[src/rtl/mem_bus_pkg.sv]
// Shared bus types and constants for the mmu request path: arbiter state encoding,
// request field bundle and the address map the mmu decodes.
package mem_bus_pkg;

    localparam int BUS_MEM_W = 32;
    localparam int ADDR_W    = 32;

    localparam logic [ADDR_W-1:0] RAM_BASE   = 32'h0000_0000;
    localparam logic [ADDR_W-1:0] RAM_SIZE   = 32'h0004_0000;
    localparam logic [ADDR_W-1:0] UART_BASE  = 32'hFF00_0000;
    localparam logic [ADDR_W-1:0] TIMER_BASE = 32'hFF00_1000;
    localparam logic [ADDR_W-1:0] MMIO_SIZE  = 32'h0000_1000;

    typedef enum logic [1:0] {
        IDLE  = 2'd0,
        ISSUE = 2'd1,
        WAIT  = 2'd2
    } arb_state_e;

    typedef struct packed {
        logic [ADDR_W-1:0]      addr;
        logic                   we;
        logic [BUS_MEM_W/8-1:0] be;
        logic [BUS_MEM_W-1:0]   wdata;
    } mem_req_t;

    function automatic logic addr_in_region(input logic [ADDR_W-1:0] addr,
                                            input logic [ADDR_W-1:0] base,
                                            input logic [ADDR_W-1:0] size);
        return (addr >= base) && ((addr - base) < size);
    endfunction

endpackage

[src/rtl/mem_bus_arbiter_rr.sv]
// Combinational round-robin pick: first set request at or after ptr, wrapping.
// Produces a one-hot grant, its index and an any-request flag.
module rr_arbiter #(
    parameter int N_REQ = 3
) (
    input  logic [N_REQ-1:0]         req,
    input  logic [$clog2(N_REQ)-1:0] ptr,
    output logic [N_REQ-1:0]         gnt,
    output logic [$clog2(N_REQ)-1:0] idx,
    output logic                     valid
);

    localparam int IDX_W = $clog2(N_REQ);

    int cand;

    always_comb begin
        gnt   = '0;
        idx   = '0;
        valid = 1'b0;
        cand  = 0;
        for (int k = 0; k < N_REQ; k++) begin
            cand = int'(ptr) + k;
            if (cand >= N_REQ) begin
                cand = cand - N_REQ;
            end
            if (!valid && req[cand]) begin
                valid     = 1'b1;
                idx       = IDX_W'(cand);
                gnt[cand] = 1'b1;
            end
        end
    end

endmodule

[src/rtl/mem_bus_arbiter.sv]
// Shares the single mmu request port between N_REQ masters: round-robin grant, one
// outstanding access, held request fields, optional timeout that turns a hang into an error.
module mem_bus_arbiter
    import mem_bus_pkg::*;
#(
    parameter int N_REQ          = 3,
    parameter int MEM_W          = BUS_MEM_W,
    parameter int TIMEOUT_CYCLES = 1024
) (
    input  logic                       clk,
    input  logic                       rst,
    input  logic [N_REQ-1:0]           req_i,
    input  logic [N_REQ*ADDR_W-1:0]    addr_i,
    input  logic [N_REQ-1:0]           we_i,
    input  logic [N_REQ*MEM_W/8-1:0]   be_i,
    input  logic [N_REQ*MEM_W-1:0]     wdata_i,
    output logic [N_REQ-1:0]           gnt_o,
    output logic [N_REQ-1:0]           rvalid_o,
    output logic [N_REQ-1:0]           err_o,
    output logic [MEM_W-1:0]           rdata_o,
    output logic                       mem_req_o,
    output logic [ADDR_W-1:0]          mem_addr_o,
    output logic                       mem_we_o,
    output logic [MEM_W/8-1:0]         mem_be_o,
    output logic [MEM_W-1:0]           mem_wdata_o,
    input  logic                       mem_rvalid_i,
    input  logic                       mem_err_i,
    input  logic [MEM_W-1:0]           mem_rdata_i,
    output logic                       busy_o,
    output logic [$clog2(N_REQ)-1:0]   owner_o
);

    localparam int IDX_W = $clog2(N_REQ);
    localparam int BE_W  = MEM_W / 8;
    localparam int CNT_W = (TIMEOUT_CYCLES > 1) ? $clog2(TIMEOUT_CYCLES) : 1;
    localparam bit TO_EN = (TIMEOUT_CYCLES != 0);
    // wait_cnt_reg counts completed WAIT cycles, so the Nth WAIT cycle sees N-1
    localparam logic [CNT_W-1:0] TO_LAST = TO_EN ? CNT_W'(TIMEOUT_CYCLES - 1) : '0;

    typedef struct packed {
        logic [ADDR_W-1:0] addr;
        logic              we;
        logic [BE_W-1:0]   be;
        logic [MEM_W-1:0]  wdata;
    } fields_t;

    arb_state_e       state_reg;
    logic [IDX_W-1:0] ptr_reg;
    logic [IDX_W-1:0] ptr_next;
    logic [IDX_W-1:0] owner_reg;
    logic [CNT_W-1:0] wait_cnt_reg;
    fields_t          fields_reg;
    fields_t          fields_next;

    logic [N_REQ-1:0] arb_gnt;
    logic [IDX_W-1:0] arb_idx;
    logic             arb_any;

    logic in_issue;
    logic in_wait;
    logic resp_phase;
    logic timeout_hit;
    logic rsp_ok;
    logic rsp_err;
    logic rsp_done;

    rr_arbiter #(
        .N_REQ (N_REQ)
    ) u_rr (
        .req   (req_i),
        .ptr   (ptr_reg),
        .gnt   (arb_gnt),
        .idx   (arb_idx),
        .valid (arb_any)
    );

    always_comb begin
        fields_next.addr  = addr_i[arb_idx*ADDR_W +: ADDR_W];
        fields_next.we    = we_i[arb_idx];
        fields_next.be    = be_i[arb_idx*BE_W +: BE_W];
        fields_next.wdata = wdata_i[arb_idx*MEM_W +: MEM_W];
        ptr_next          = (arb_idx == IDX_W'(N_REQ - 1)) ? '0 : arb_idx + 1'b1;
    end

    assign in_issue    = (state_reg == ISSUE);
    assign in_wait     = (state_reg == WAIT);
    assign resp_phase  = rst && (in_issue || in_wait);
    assign timeout_hit = TO_EN && in_wait && (wait_cnt_reg == TO_LAST);
    // an error outranks a simultaneous rvalid; a real rvalid outranks the timeout
    assign rsp_ok      = resp_phase && mem_rvalid_i && !mem_err_i;
    assign rsp_err     = resp_phase && (mem_err_i || (timeout_hit && !mem_rvalid_i));
    assign rsp_done    = rsp_ok || rsp_err;

    always_ff @(posedge clk) begin
        if (!rst) begin
            state_reg    <= IDLE;
            ptr_reg      <= '0;
            owner_reg    <= '0;
            wait_cnt_reg <= '0;
            fields_reg   <= '0;
        end else begin
            case (state_reg)
                IDLE: begin
                    if (arb_any) begin
                        fields_reg   <= fields_next;
                        owner_reg    <= arb_idx;
                        ptr_reg      <= ptr_next;
                        wait_cnt_reg <= '0;
                        state_reg    <= ISSUE;
                    end
                end
                ISSUE: begin
                    state_reg <= rsp_done ? IDLE : WAIT;
                end
                WAIT: begin
                    if (rsp_done) begin
                        state_reg <= IDLE;
                    end else begin
                        wait_cnt_reg <= wait_cnt_reg + 1'b1;
                    end
                end
                default: state_reg <= IDLE;
            endcase
        end
    end

    assign gnt_o       = (rst && state_reg == IDLE) ? arb_gnt : '0;
    assign mem_req_o   = rst && in_issue;
    assign mem_addr_o  = rst ? fields_reg.addr  : '0;
    assign mem_we_o    = rst && fields_reg.we;
    assign mem_be_o    = rst ? fields_reg.be    : '0;
    assign mem_wdata_o = rst ? fields_reg.wdata : '0;
    assign busy_o      = rst && (state_reg != IDLE);
    assign owner_o     = rst ? owner_reg : '0;
    assign rdata_o     = rsp_ok ? mem_rdata_i : '0;

    for (genvar gi = 0; gi < N_REQ; gi++) begin : g_rsp
        assign rvalid_o[gi] = rsp_ok  && (owner_reg == IDX_W'(gi));
        assign err_o[gi]    = rsp_err && (owner_reg == IDX_W'(gi));
    end

endmodule

[config.mk]
export PLATFORM = sky130hd
export DESIGN_NAME = mem_bus_arbiter
export DESIGN_NICKNAME = d
export VERILOG_FILES = /design/src/rtl/mem_bus_pkg.sv /design/src/rtl/mem_bus_arbiter_rr.sv /design/src/rtl/mem_bus_arbiter.sv
export SDC_FILE = /design/constraint.sdc
export NUM_CORES = 1
export LEC_CHECK = 0
export ABC_CLOCK_PERIOD_IN_PS = 6860
export BUFFER_PORTS_ARGS = -buffer_cell sky130_fd_sc_hd__buf_2
export CAP_MARGIN = 10
export CORE_AREA = 2 2 141 143
export CTS_BUF_LIST = sky130_fd_sc_hd__clkbuf_16
export DETAILED_ROUTE_END_ITERATION = 7
export DIE_AREA = 0 0 143 145
export SLEW_MARGIN = 15
export SYNTH_ARGS = -nofsm -noshare
export SYNTH_HDL_FRONTEND = slang
export SYNTH_SLANG_ARGS = --single-unit
[constraint.sdc]
create_clock -name clk -period 6.86 [get_ports clk]
set_input_delay 1.372 -clock clk [delete_from_list [all_inputs] [get_ports clk]]
set_output_delay 1.372 -clock clk [all_outputs]
set_load 0.05 [all_outputs]
==> flow_metrics.env, run 1 <==
export IMPL_p_leak_nw=3.807
export IMPL_rsz0062_at_grt="false"
export IMPL_grt_pass1_vias=5968
export IMPL_path_max_fanout=95
export IMPL_dieWidth_um=143
export IMPL_max_freq_ghz=0.2346
export IMPL_routabilityCongestion=0.8297
export IMPL_vias_per_cell=4.988
export IMPL_initial_core_util=0.2928
export IMPL_ff2ff_setup_slack_ns=3.30
export IMPL_yosysTopAreaCellShare=0.3026
export IMPL_p_sw_frac=0.5075
export IMPL_postRouteAntennaNets=0
export IMPL_slew_headroom=0.3305
export IMPL_final_nets=1304
export IMPL_grt_usage=0.1919
export IMPL_drt_initial_drc_count=303
export IMPL_cts_hold_buffers=0
export IMPL_root_buffer="clkbuf_16"
export IMPL_switchingPower_mw=1.532
export IMPL_synth_seq_area_share=0.3026
export IMPL_cts_max_path_buffers=2
export IMPL_synth_commonest_cells="and2_1 (108), nand2_1 (95), dfxtp_1 (85)"
export IMPL_critical_path_arrival_ns=2.89
export IMPL_dp_hpwl_um=14880
export IMPL_critPathMaxStageDelay_ns=0.64
export IMPL_total_power_mw=3.018
export IMPL_syn_num_nets=999
export IMPL_clkPwrFrac=0.148
export IMPL_ys_flop_type="dfxtp_1"
export IMPL_cp_num_buf_inv=3
export IMPL_yosysTopAreaCell="dfxtp_1"
export IMPL_slew_viol_final=0
export IMPL_grt_max_degree=96
export IMPL_worstSetupPathType="primary input to output pin"
export IMPL_period_needed_ns=4.263
export IMPL_synthCells=745
export IMPL_regArea_um2=1702
export IMPL_p_per_area_nw_per_um2=387.0
export IMPL_timing_final_crit_share=0.6214
export IMPL_finalClockSkew_ns=0.01303
export IMPL_setup_tns_ns=0
export IMPL_intPower_mw=1.486
export IMPL_core_area_um2=19210
export IMPL_multi_input_area_um2=3622
export IMPL_dieArea_um2=20740
export IMPL_cts_resized=0
export IMPL_synth_edf_count=0
export IMPL_setup_violations=0
export IMPL_cts_setup_buffers=0
export IMPL_cts_tree="built"
export IMPL_num_rows=51
export IMPL_insertion_delay_ns=0.34
export IMPL_worst_pin_slew_ns=1.002
export IMPL_p_seq_frac=0.254
export IMPL_cts_htree_levels=3
export IMPL_hold_viol=0
export IMPL_critPathMostFrequentCell="buf_2"
export IMPL_status="complete, no violations"
export IMPL_comb_power_share=0.598
export IMPL_synth_seq_cells=85
export IMPL_synth_distinct_cells=53
export IMPL_crit_path_top_delay_cell="buf_4"
export IMPL_synth_avg_cell_area_um2=7.549
export IMPL_io_buffers=359
export IMPL_largest_reg_flops=69
export IMPL_required_ns=5.49
export IMPL_drv_cap=0
export IMPL_boundaryPins=360
export IMPL_min_path_type="flop to flop"
export IMPL_yosysMostFrequentCell="and2_1"
export IMPL_cts_sinks=85
export IMPL_yosys_warnings=0
export IMPL_num_fill_cells=1993
export IMPL_firstDrtPassIters=4
export IMPL_drt_wl_total_um=20880
export IMPL_yosys_top_cells_area="dfxtp_1 (30%), and2_1 (12%), a211oi_1 (9.9%)"
export IMPL_antenna_cells=0
export IMPL_cp_top_family="buffers and inverters"
export IMPL_numCtsBuffers=9
export IMPL_antenna_found_initial=0
export IMPL_irDropWorstVdd_v=0.0001690
export IMPL_vias=6584
export IMPL_synth_area_um2=5624
export IMPL_drcViolationCount=0
export IMPL_endpoint_kind="output pin"
export IMPL_grt_first_pass_wirelength_um=31840
export IMPL_post_route_cells_drive_above_1_share=0.3820
export IMPL_worstSetupStartpointType="primary input"
export IMPL_clk_pin_slew_worst_paths_ns=0.06
export IMPL_die_height_um=145
export IMPL_wire_per_inst_um=15.82
export IMPL_path_cells="buf_2 > buf_4 > nand4b_1 > nor3b_1 > buf_2"
export IMPL_overflow=0
export IMPL_synth_async_reset_ratio=0
export IMPL_area_growth_pct=38.67
[layer usage]
metal  track usage  share of wire  routed length, um
met5             0              0                  0
met4       0.05396          0.020                410
met3       0.04719          0.073               1517
met2        0.3359           0.50              10350
met1        0.2310           0.41               8606
[cell families after synthesis]
family	Yosys count	synth area share
muxes	2	0.003560
buffers and inverters	79	0.06051
and+or+nand+nor	380	0.3471
AOI/OAI and AO/OA	190	0.2665
DFF	85	0.3026
adders and majority gates	9	0.01980
[path summary, 6_finish.rpt]
kind	start	to	cells after the start
max reg2reg	ptr_reg[0]	fields_reg[55]	9
min reg2reg	wait_cnt_reg[1]	wait_cnt_reg[1]	2
min	wait_cnt_reg[1]	wait_cnt_reg[1]	2
max	rst	rvalid_o[2]	5
[stage by stage]
step | setup WS (ns) | std cells | instance area, um^2 | hold slack, ns | utilization
floorplan | 2.491 | 745 | 5624 | 0.4604 | -
global placement | 2.557 | 1304 | 7525 | 0.4834 | 0.3918
detailed placement | 2.452 | 1304 | 7525 | 0.4854 | 0.3918
CTS | 2.451 | 1320 | 7792 | 0.4937 | 0.4057
global route | 2.460 | 1320 | 7799 | 0.5252 | 0.4060
finish | 2.597 | 1320 | 7799 | 0.4900 | 0.4060
[placed cells by master, fill, tap and decap left out, types with 4 or more instances in the layout]
master	n
buf_4	7
buf_2	359
dfxtp_1	85
and3_1	71
inv_1	7
nor2_1	77
ha_1	8
o31ai_2	10
nand2_1	93
and2_1	107
a21boi_1	4
clkbuf_16	9
nand4_1	4
nor3b_1	5
nand3_1	4
o32ai_1	5
o21ai_0	4
o31ai_1	62
a211oi_1	74
[power groups by stage]
stage / Clock (mW) / Sequential (mW) / Combinational [mW]
after floorplan: 0 / 0.761 / 1.39
after global placement: 0 / 0.771 / 1.80
after detailed placement: 0 / 0.779 / 1.81
after CTS: 0.462 / 0.768 / 1.82
after global routing: 0.486 / 0.788 / 1.95
final: 0.447 / 0.766 / 1.80
[worst min-delay path: cells and delay by family (launching register included)]
| kind | cells | cell delay, ns |
|---|---|---|
| muxes | 1 | 0.05 |
| DFF | 1 | 0.33 |
| and+or+nand+nor | 1 | 0.06 |
[layout make-up]
| type | instances | area share |
|---|---|---|
| clock buffers | 9 | 0.02888 |
| clock inverters | 7 | 0.005455 |
| flip-flops and latches | 85 | 0.2182 |
| repair buffers | 366 | 0.2371 |
| multi-input cells | 581 | 0.4645 |
| well taps | 265 | 0.04252 |
| inverters | 7 | 0.003369 |
No activity file was read; power rests on OpenSTA's default activity.
==> run 2: changes to the inputs <==
--- a/config.mk
+++ b/config.mk
@@ -5,13 +5,13 @@
 export SDC_FILE = /design/constraint.sdc
 export NUM_CORES = 1
 export LEC_CHECK = 0
-export ABC_CLOCK_PERIOD_IN_PS = 6860
+export ABC_CLOCK_PERIOD_IN_PS = 3800
 export BUFFER_PORTS_ARGS = -buffer_cell sky130_fd_sc_hd__buf_2
 export CAP_MARGIN = 10
-export CORE_AREA = 2 2 141 143
+export CORE_AREA = 2 2 139 141
 export CTS_BUF_LIST = sky130_fd_sc_hd__clkbuf_16
 export DETAILED_ROUTE_END_ITERATION = 7
-export DIE_AREA = 0 0 143 145
+export DIE_AREA = 0 0 141 143
 export SLEW_MARGIN = 15
 export SYNTH_ARGS = -nofsm -noshare
 export SYNTH_HDL_FRONTEND = slang
==> constraint.sdc (replaced) <==
create_clock -name clk -period 3.8 [get_ports clk]
set_input_delay 0.76 -clock clk [delete_from_list [all_inputs] [get_ports clk]]
set_output_delay 0.76 -clock clk [all_outputs]
set_load 0.05 [all_outputs]
==> run 2 against run 1 <==
Critical path type is now flop to output pin. Flip-flop and latch count did not move. Largest power group unchanged. Largest cell class unchanged. Sequential power grew 80%. Die area decreased by 2.8%. Worst setup slack got worse by 2.1 ns.
==> flow_metrics.env, run 2 (same netlist as run 1, synthesis figures left out) <==
export IMPL_slew_headroom=0.4777
export IMPL_grt_pass1_vias=6160
export IMPL_drt_initial_drc_count=249
export IMPL_layout_common_cells="buf_2 (359), and2_1 (107), nand2_1 (93), dfxtp_1 (85), nor2_1 (77)"
export IMPL_cts_setup_buffers=0
export IMPL_grt_usage=0.2024
export IMPL_post_route_cells_drive_above_1_share=0.3851
export IMPL_cts_sinks=85
export IMPL_vias_per_cell=5.117
export IMPL_num_fill_cells=1944
export IMPL_critical_path_arrival_ns=2.57
export IMPL_grt_first_pass_wirelength_um=32160
export IMPL_max_freq_ghz=0.3007
export IMPL_dieArea_um2=20160
export IMPL_cts_max_path_buffers=2
export IMPL_area_growth_pct=40.42
export IMPL_dpl_cell_area_um2=7576
export IMPL_postRouteAntennaNets=0
export IMPL_fin_area_um2=7898
export IMPL_cts_htree_levels=3
export IMPL_finalWorstSetupSlack_ns=0.4741
export IMPL_rsz0062_at_grt="false"
export IMPL_drt_wl_total_um=21750
export IMPL_min_path_type="flop to flop"
export IMPL_boundaryPins=360
export IMPL_worstSetupPathType="flop to output pin"
export IMPL_initial_core_util=0.3027
export IMPL_drcViolationCount=0
export IMPL_hold_viol=0
export IMPL_p_per_area_nw_per_um2=719.6
export IMPL_final_nets=1311
export IMPL_period_needed_ns=3.326
export IMPL_cts_tree="built"
export IMPL_antenna_found_initial=2
export IMPL_dp_hpwl_um=15840
export IMPL_status="complete, no violations"
export IMPL_cts_hold_buffers=0
export IMPL_wire_per_inst_um=16.76
export IMPL_final_common_cell="buf_2"
export IMPL_dieWidth_um=141
export IMPL_io_buffers=359
export IMPL_path_max_fanout=15
export IMPL_finalClockSkew_ns=0.01137
export IMPL_endpoint_kind="output pin"
export IMPL_largest_reg_flops=69
export IMPL_die_height_um=143
export IMPL_root_buffer="clkbuf_16"
export IMPL_required_ns=3.04
export IMPL_core_area_um2=18580
export IMPL_overflow=0
export IMPL_num_rows=50
export IMPL_insertion_delay_ns=0.35
export IMPL_setup_tns_ns=0
export IMPL_drv_cap=0
export IMPL_vias=6642
export IMPL_cts_resized=0
export IMPL_irDropWorstVdd_v=0.0003011
export IMPL_setup_violations=0
export IMPL_slew_viol_final=0
export IMPL_worst_pin_slew_ns=0.7835
export IMPL_grt_max_degree=70
export IMPL_timing_final_crit_share=0.8752
export IMPL_p_leak_nw=3.871
export IMPL_numCtsBuffers=9
export IMPL_firstDrtPassIters=6
export IMPL_routabilityCongestion=0.8661
export IMPL_worstSetupStartpointType="flop"
export IMPL_clk_pin_slew_worst_paths_ns=0.06
export IMPL_dpl_worst_slack_ns=0.8620
[run 2: cell count changes in the layout (fill, tap and decap cells not counted)]
| cell | before | now |
|---|---|---|
| nor3b_2 | 0 | 1 |
| nor3b_4 | 1 | 0 |
| buf_4 | 7 | 11 |
| bufinv_16 | 0 | 2 |
| inv_1 | 7 | 8 |
| diode_2 | 0 | 2 |
| buf_12 | 0 | 3 |
| clkinv_2 | 3 | 0 |
[run 2: area by class of cell]
| type | count | area, um^2 | share of cell area |
|---|---|---|---|
| Multi-Input combinational cell | 581 | 3616 | 0.4579 |
| Timing Repair Buffer | 373 | 1939 | 0.2456 |
| Sequential cell | 85 | 1702 | 0.2155 |
| Tap cell | 234 | 292.8 | 0.03707 |
| Clock buffer | 9 | 225.2 | 0.02852 |
| Clock inverter | 7 | 91.34 | 0.01157 |
| Inverter | 7 | 26.28 | 0.003327 |
| Antenna cell | 2 | 5.005 | 0.0006337 |
[run 2: worst paths after layout]
kind	slack, ns	start	depth (start not counted)	end
max	0.47	ptr_reg[0]	8	gnt_o[1]
max reg2reg	0.86	ptr_reg[0]	8	fields_reg[55]
min	0.50	wait_cnt_reg[6]	2	wait_cnt_reg[6]
min reg2reg	0.50	wait_cnt_reg[6]	2	wait_cnt_reg[6]
[run 2: where the power goes]
| part | total [mW] | internal [mW] | switching, mW |
|---|---|---|---|
| clock network | 0.962 | 0.573 | 0.389 |
| registers | 1.38 | 1.29 | 0.0844 |
| logic | 3.34 | 1.01 | 2.33 |
| total | 5.68 | 2.88 | 2.80 |
[run 2: per-stage QoR]
stage,util,std cells,hold slack [ns],power (mW)
final,0.4251,1298,0.4976,5.683
after global routing,0.4251,1298,0.5322,6.057
after floorplan,-,745,0.4604,3.886
after CTS,0.4248,1296,0.4966,5.747
after global placement,0.4077,1280,0.4808,4.744
after detailed placement,0.4077,1280,0.4878,4.771
[run 2: metal layers]
layer	GRT usage	vias to the layer above	share of wire	wire length (um)
met3	0.03957	40	0.063	1370
met5	0	-	0	0
li1	-	3287	-	-
met4	0.08842	0	0.027	593
met1	0.2332	3016	0.40	8788
met2	0.3648	299	0.51	11000
[run 2: critical path, stage by stage, from the launching register on]
cell	delay (ns)
dfxtp_1	0.38
inv_1	0.08
ha_1	0.48
nor4bb_1	0.34
a31oi_1	0.06
o21ai_0	0.31
a22oi_1	0.14
a21oi_1	0.15
buf_2	0.27
==> run 3: changes to the inputs <==
--- a/config.mk
+++ b/config.mk
@@ -12,6 +12,7 @@
 export CTS_BUF_LIST = sky130_fd_sc_hd__clkbuf_16
 export DETAILED_ROUTE_END_ITERATION = 7
 export DIE_AREA = 0 0 141 143
+export PLACE_DENSITY_LB_ADDON = 0.05
 export SLEW_MARGIN = 15
 export SYNTH_ARGS = -nofsm -noshare
 export SYNTH_HDL_FRONTEND = slang
==> run 3 against run 2 <==
Flip-flop and latch count is the same. Power is 1.6% lower. Largest cell class unchanged. Worst hold slack lost 0.0035 ns. Critical endpoint unchanged. Via count down 2.7%. Routed wire length is 3.0% higher. Register-to-register slack improved by 0.07 ns. Die area is the same. First-iteration DRC count shrank 0.40%.
==> flow_metrics.env, run 3 (same netlist as run 1, synthesis figures left out) <==
export IMPL_whs_path_depth=2
export IMPL_hold_path_startpoint="wait_cnt_reg[3]"
export IMPL_die_height_um=143
export IMPL_cp_num_buf_inv=2
export IMPL_grt_usage=0.2142
export IMPL_period_needed_ns=3.346
export IMPL_worst_r2r_cell_count=7
export IMPL_numCtsBuffers=9
export IMPL_final_common_cell="buf_2"
export IMPL_timing_final_crit_share=0.8804
export IMPL_cts_resized=0
export IMPL_slew_headroom=0.4359
export IMPL_required_ns=3.04
export IMPL_firstDrtPassIters=5
export IMPL_dpl_worst_slack_ns=0.8438
export IMPL_rsz0062_at_grt="false"
export IMPL_core_area_um2=18580
export IMPL_cts_max_path_buffers=2
export IMPL_drcViolationCount=0
export IMPL_drt_wl_total_um=22400
export IMPL_clk_pin_slew_worst_paths_ns=0.06
export IMPL_hold_viol=0
export IMPL_use_met2=0.3705
export IMPL_path_cells="inv_1 > ha_1 > nor4bb_1 > a31oi_1 > o21ai_0 > a22oi_1 > a21oi_1 > buf_2"
export IMPL_cts_htree_levels=3
export IMPL_min_path_type="flop to flop"
export IMPL_final_nets=1311
export IMPL_postRouteAntennaNets=0
export IMPL_cts_setup_buffers=0
export IMPL_finalClockSkew_ns=0.01122
export IMPL_total_power_mw=5.594
export IMPL_hold_path_end="wait_cnt_reg[3]"
export IMPL_setup_violations=0
export IMPL_path_max_fanout=15
export IMPL_overflow=0
export IMPL_worst_pin_slew_ns=0.8461
export IMPL_finalWorstSetupSlack_ns=0.4543
export IMPL_endpoint_kind="output pin"
export IMPL_post_route_cells_drive_above_1_share=0.3855
export IMPL_cts_tree="built"
export IMPL_status="complete, no violations"
export IMPL_worstReg2RegEnd="fields_reg[36]"
export IMPL_grt_use_met3=0.05097
export IMPL_ff2ff_setup_slack_ns=0.93
export IMPL_cts_sinks=85
export IMPL_setup_tns_ns=0
export IMPL_drt_initial_drc_count=248
export IMPL_worstSetupPathType="flop to output pin"
export IMPL_dieArea_um2=20160
export IMPL_crit_path_top_delay_cell="ha_1"
export IMPL_grt_pass1_vias=6234
export IMPL_io_buffers=359
export IMPL_antenna_found_initial=2
export IMPL_vias_per_cell=4.985
export IMPL_vias=6460
export IMPL_slew_viol_final=0
export IMPL_cp_top_family="compound AO/OA/AOI/OAI gates"
export IMPL_worstSetupStartpointType="flop"
export IMPL_use_met1=0.2533
export IMPL_routabilityCongestion=0.7953
export IMPL_grt_max_degree=96
export IMPL_num_rows=50
export IMPL_critPathMaxStageDelay_ns=0.49
export IMPL_p_per_area_nw_per_um2=712.4
export IMPL_placed_cells=1280
export IMPL_largest_reg_flops=69
export IMPL_regToRegStartpoint="ptr_reg[0]"
export IMPL_insertion_delay_ns=0.34
export IMPL_dieWidth_um=141
export IMPL_cts_hold_buffers=0
export IMPL_grt_first_pass_wirelength_um=33780
export IMPL_layout_common_cells="buf_2 (359), and2_1 (107), nand2_1 (93), dfxtp_1 (85), nor2_1 (77)"
export IMPL_drv_cap=0
export IMPL_critical_path_arrival_ns=2.59
export IMPL_area_growth_pct=39.62
export IMPL_boundaryPins=360
export IMPL_root_buffer="clkbuf_16"
export IMPL_grt_busiest_layer="met2"
export IMPL_max_freq_ghz=0.2989
export IMPL_wire_per_inst_um=17.28
export IMPL_irDropWorstVdd_v=0.0002571
export IMPL_initial_core_util=0.3027
export IMPL_final_cells=1296
export IMPL_dp_hpwl_um=16000
export IMPL_p_leak_nw=3.863
-- run 3: changes by cell type in the layout (fill, tap and decap cells not counted) --
cell / before / now
clkinv_2: 0 / 3
bufinv_16: 2 / 1
clkinv_1: 1 / 0
clkinv_4: 1 / 0
clkinvlp_4: 2 / 1
diode_2: 2 / 1
nand3_2: 0 / 1
nand3_4: 1 / 0
-- run 3: stage by stage --
| stage | hold WS, ns | area, um^2 | util |
|---|---|---|---|
| after floorplan | 0.4604 | 5624 | - |
| after global placement | 0.4781 | 7569 | 0.4073 |
| after detailed placement | 0.4901 | 7569 | 0.4073 |
| after CTS | 0.4998 | 7850 | 0.4225 |
| after global routing | 0.5184 | 7853 | 0.4226 |
| final | 0.4941 | 7853 | 0.4226 |
-- run 3: worst register-to-register path, delay by kind of cell (launching register included) --
| family | cells | cell delay, ns |
|---|---|---|
| compound gates | 3 | 1.31 |
| fa+ha+maj | 1 | 0.57 |
| buf+inv | 2 | 0.38 |
| flops | 1 | 0.38 |
| simple gates | 1 | 0.12 |
-- run 3: cell type report --
class                   instances  area [um^2]
diodes                          1        2.502
clock buffers                   9        225.2
clock inverters                 6        56.30
fillers                      2031        10730
inverters                       7        26.28
multi-input cells             581         3608
flip-flops and latches         85         1702
well taps                     234        292.8
repair buffers                373         1939
-- run 3: report_power, final --
part | switching [mW] | internal (mW)
clock network | 0.378 | 0.500
registers | 0.0876 | 1.29
logic | 2.33 | 1.00
total | 2.80 | 2.80
-- run 3: layer usage --
metal / routed length, um / vias to the layer above
met1: 9206 / 2874
met5: 0 / -
met4: 717 / 0
li1: - / 3288
met3: 1510 / 30
met2: 10960 / 268
-- run 3: how the worst max path moves through the flow --
stage,startpoint,to,depth (start not counted)
finish,ptr_reg[0],gnt_o[1],8
global route,ptr_reg[0],gnt_o[1],8
CTS,ptr_reg[0],gnt_o[1],8
detailed placement,ptr_reg[0],gnt_o[0],8
global placement,ptr_reg[0],gnt_o[1],8
floorplan,wait_cnt_reg[0],err_o[2],7
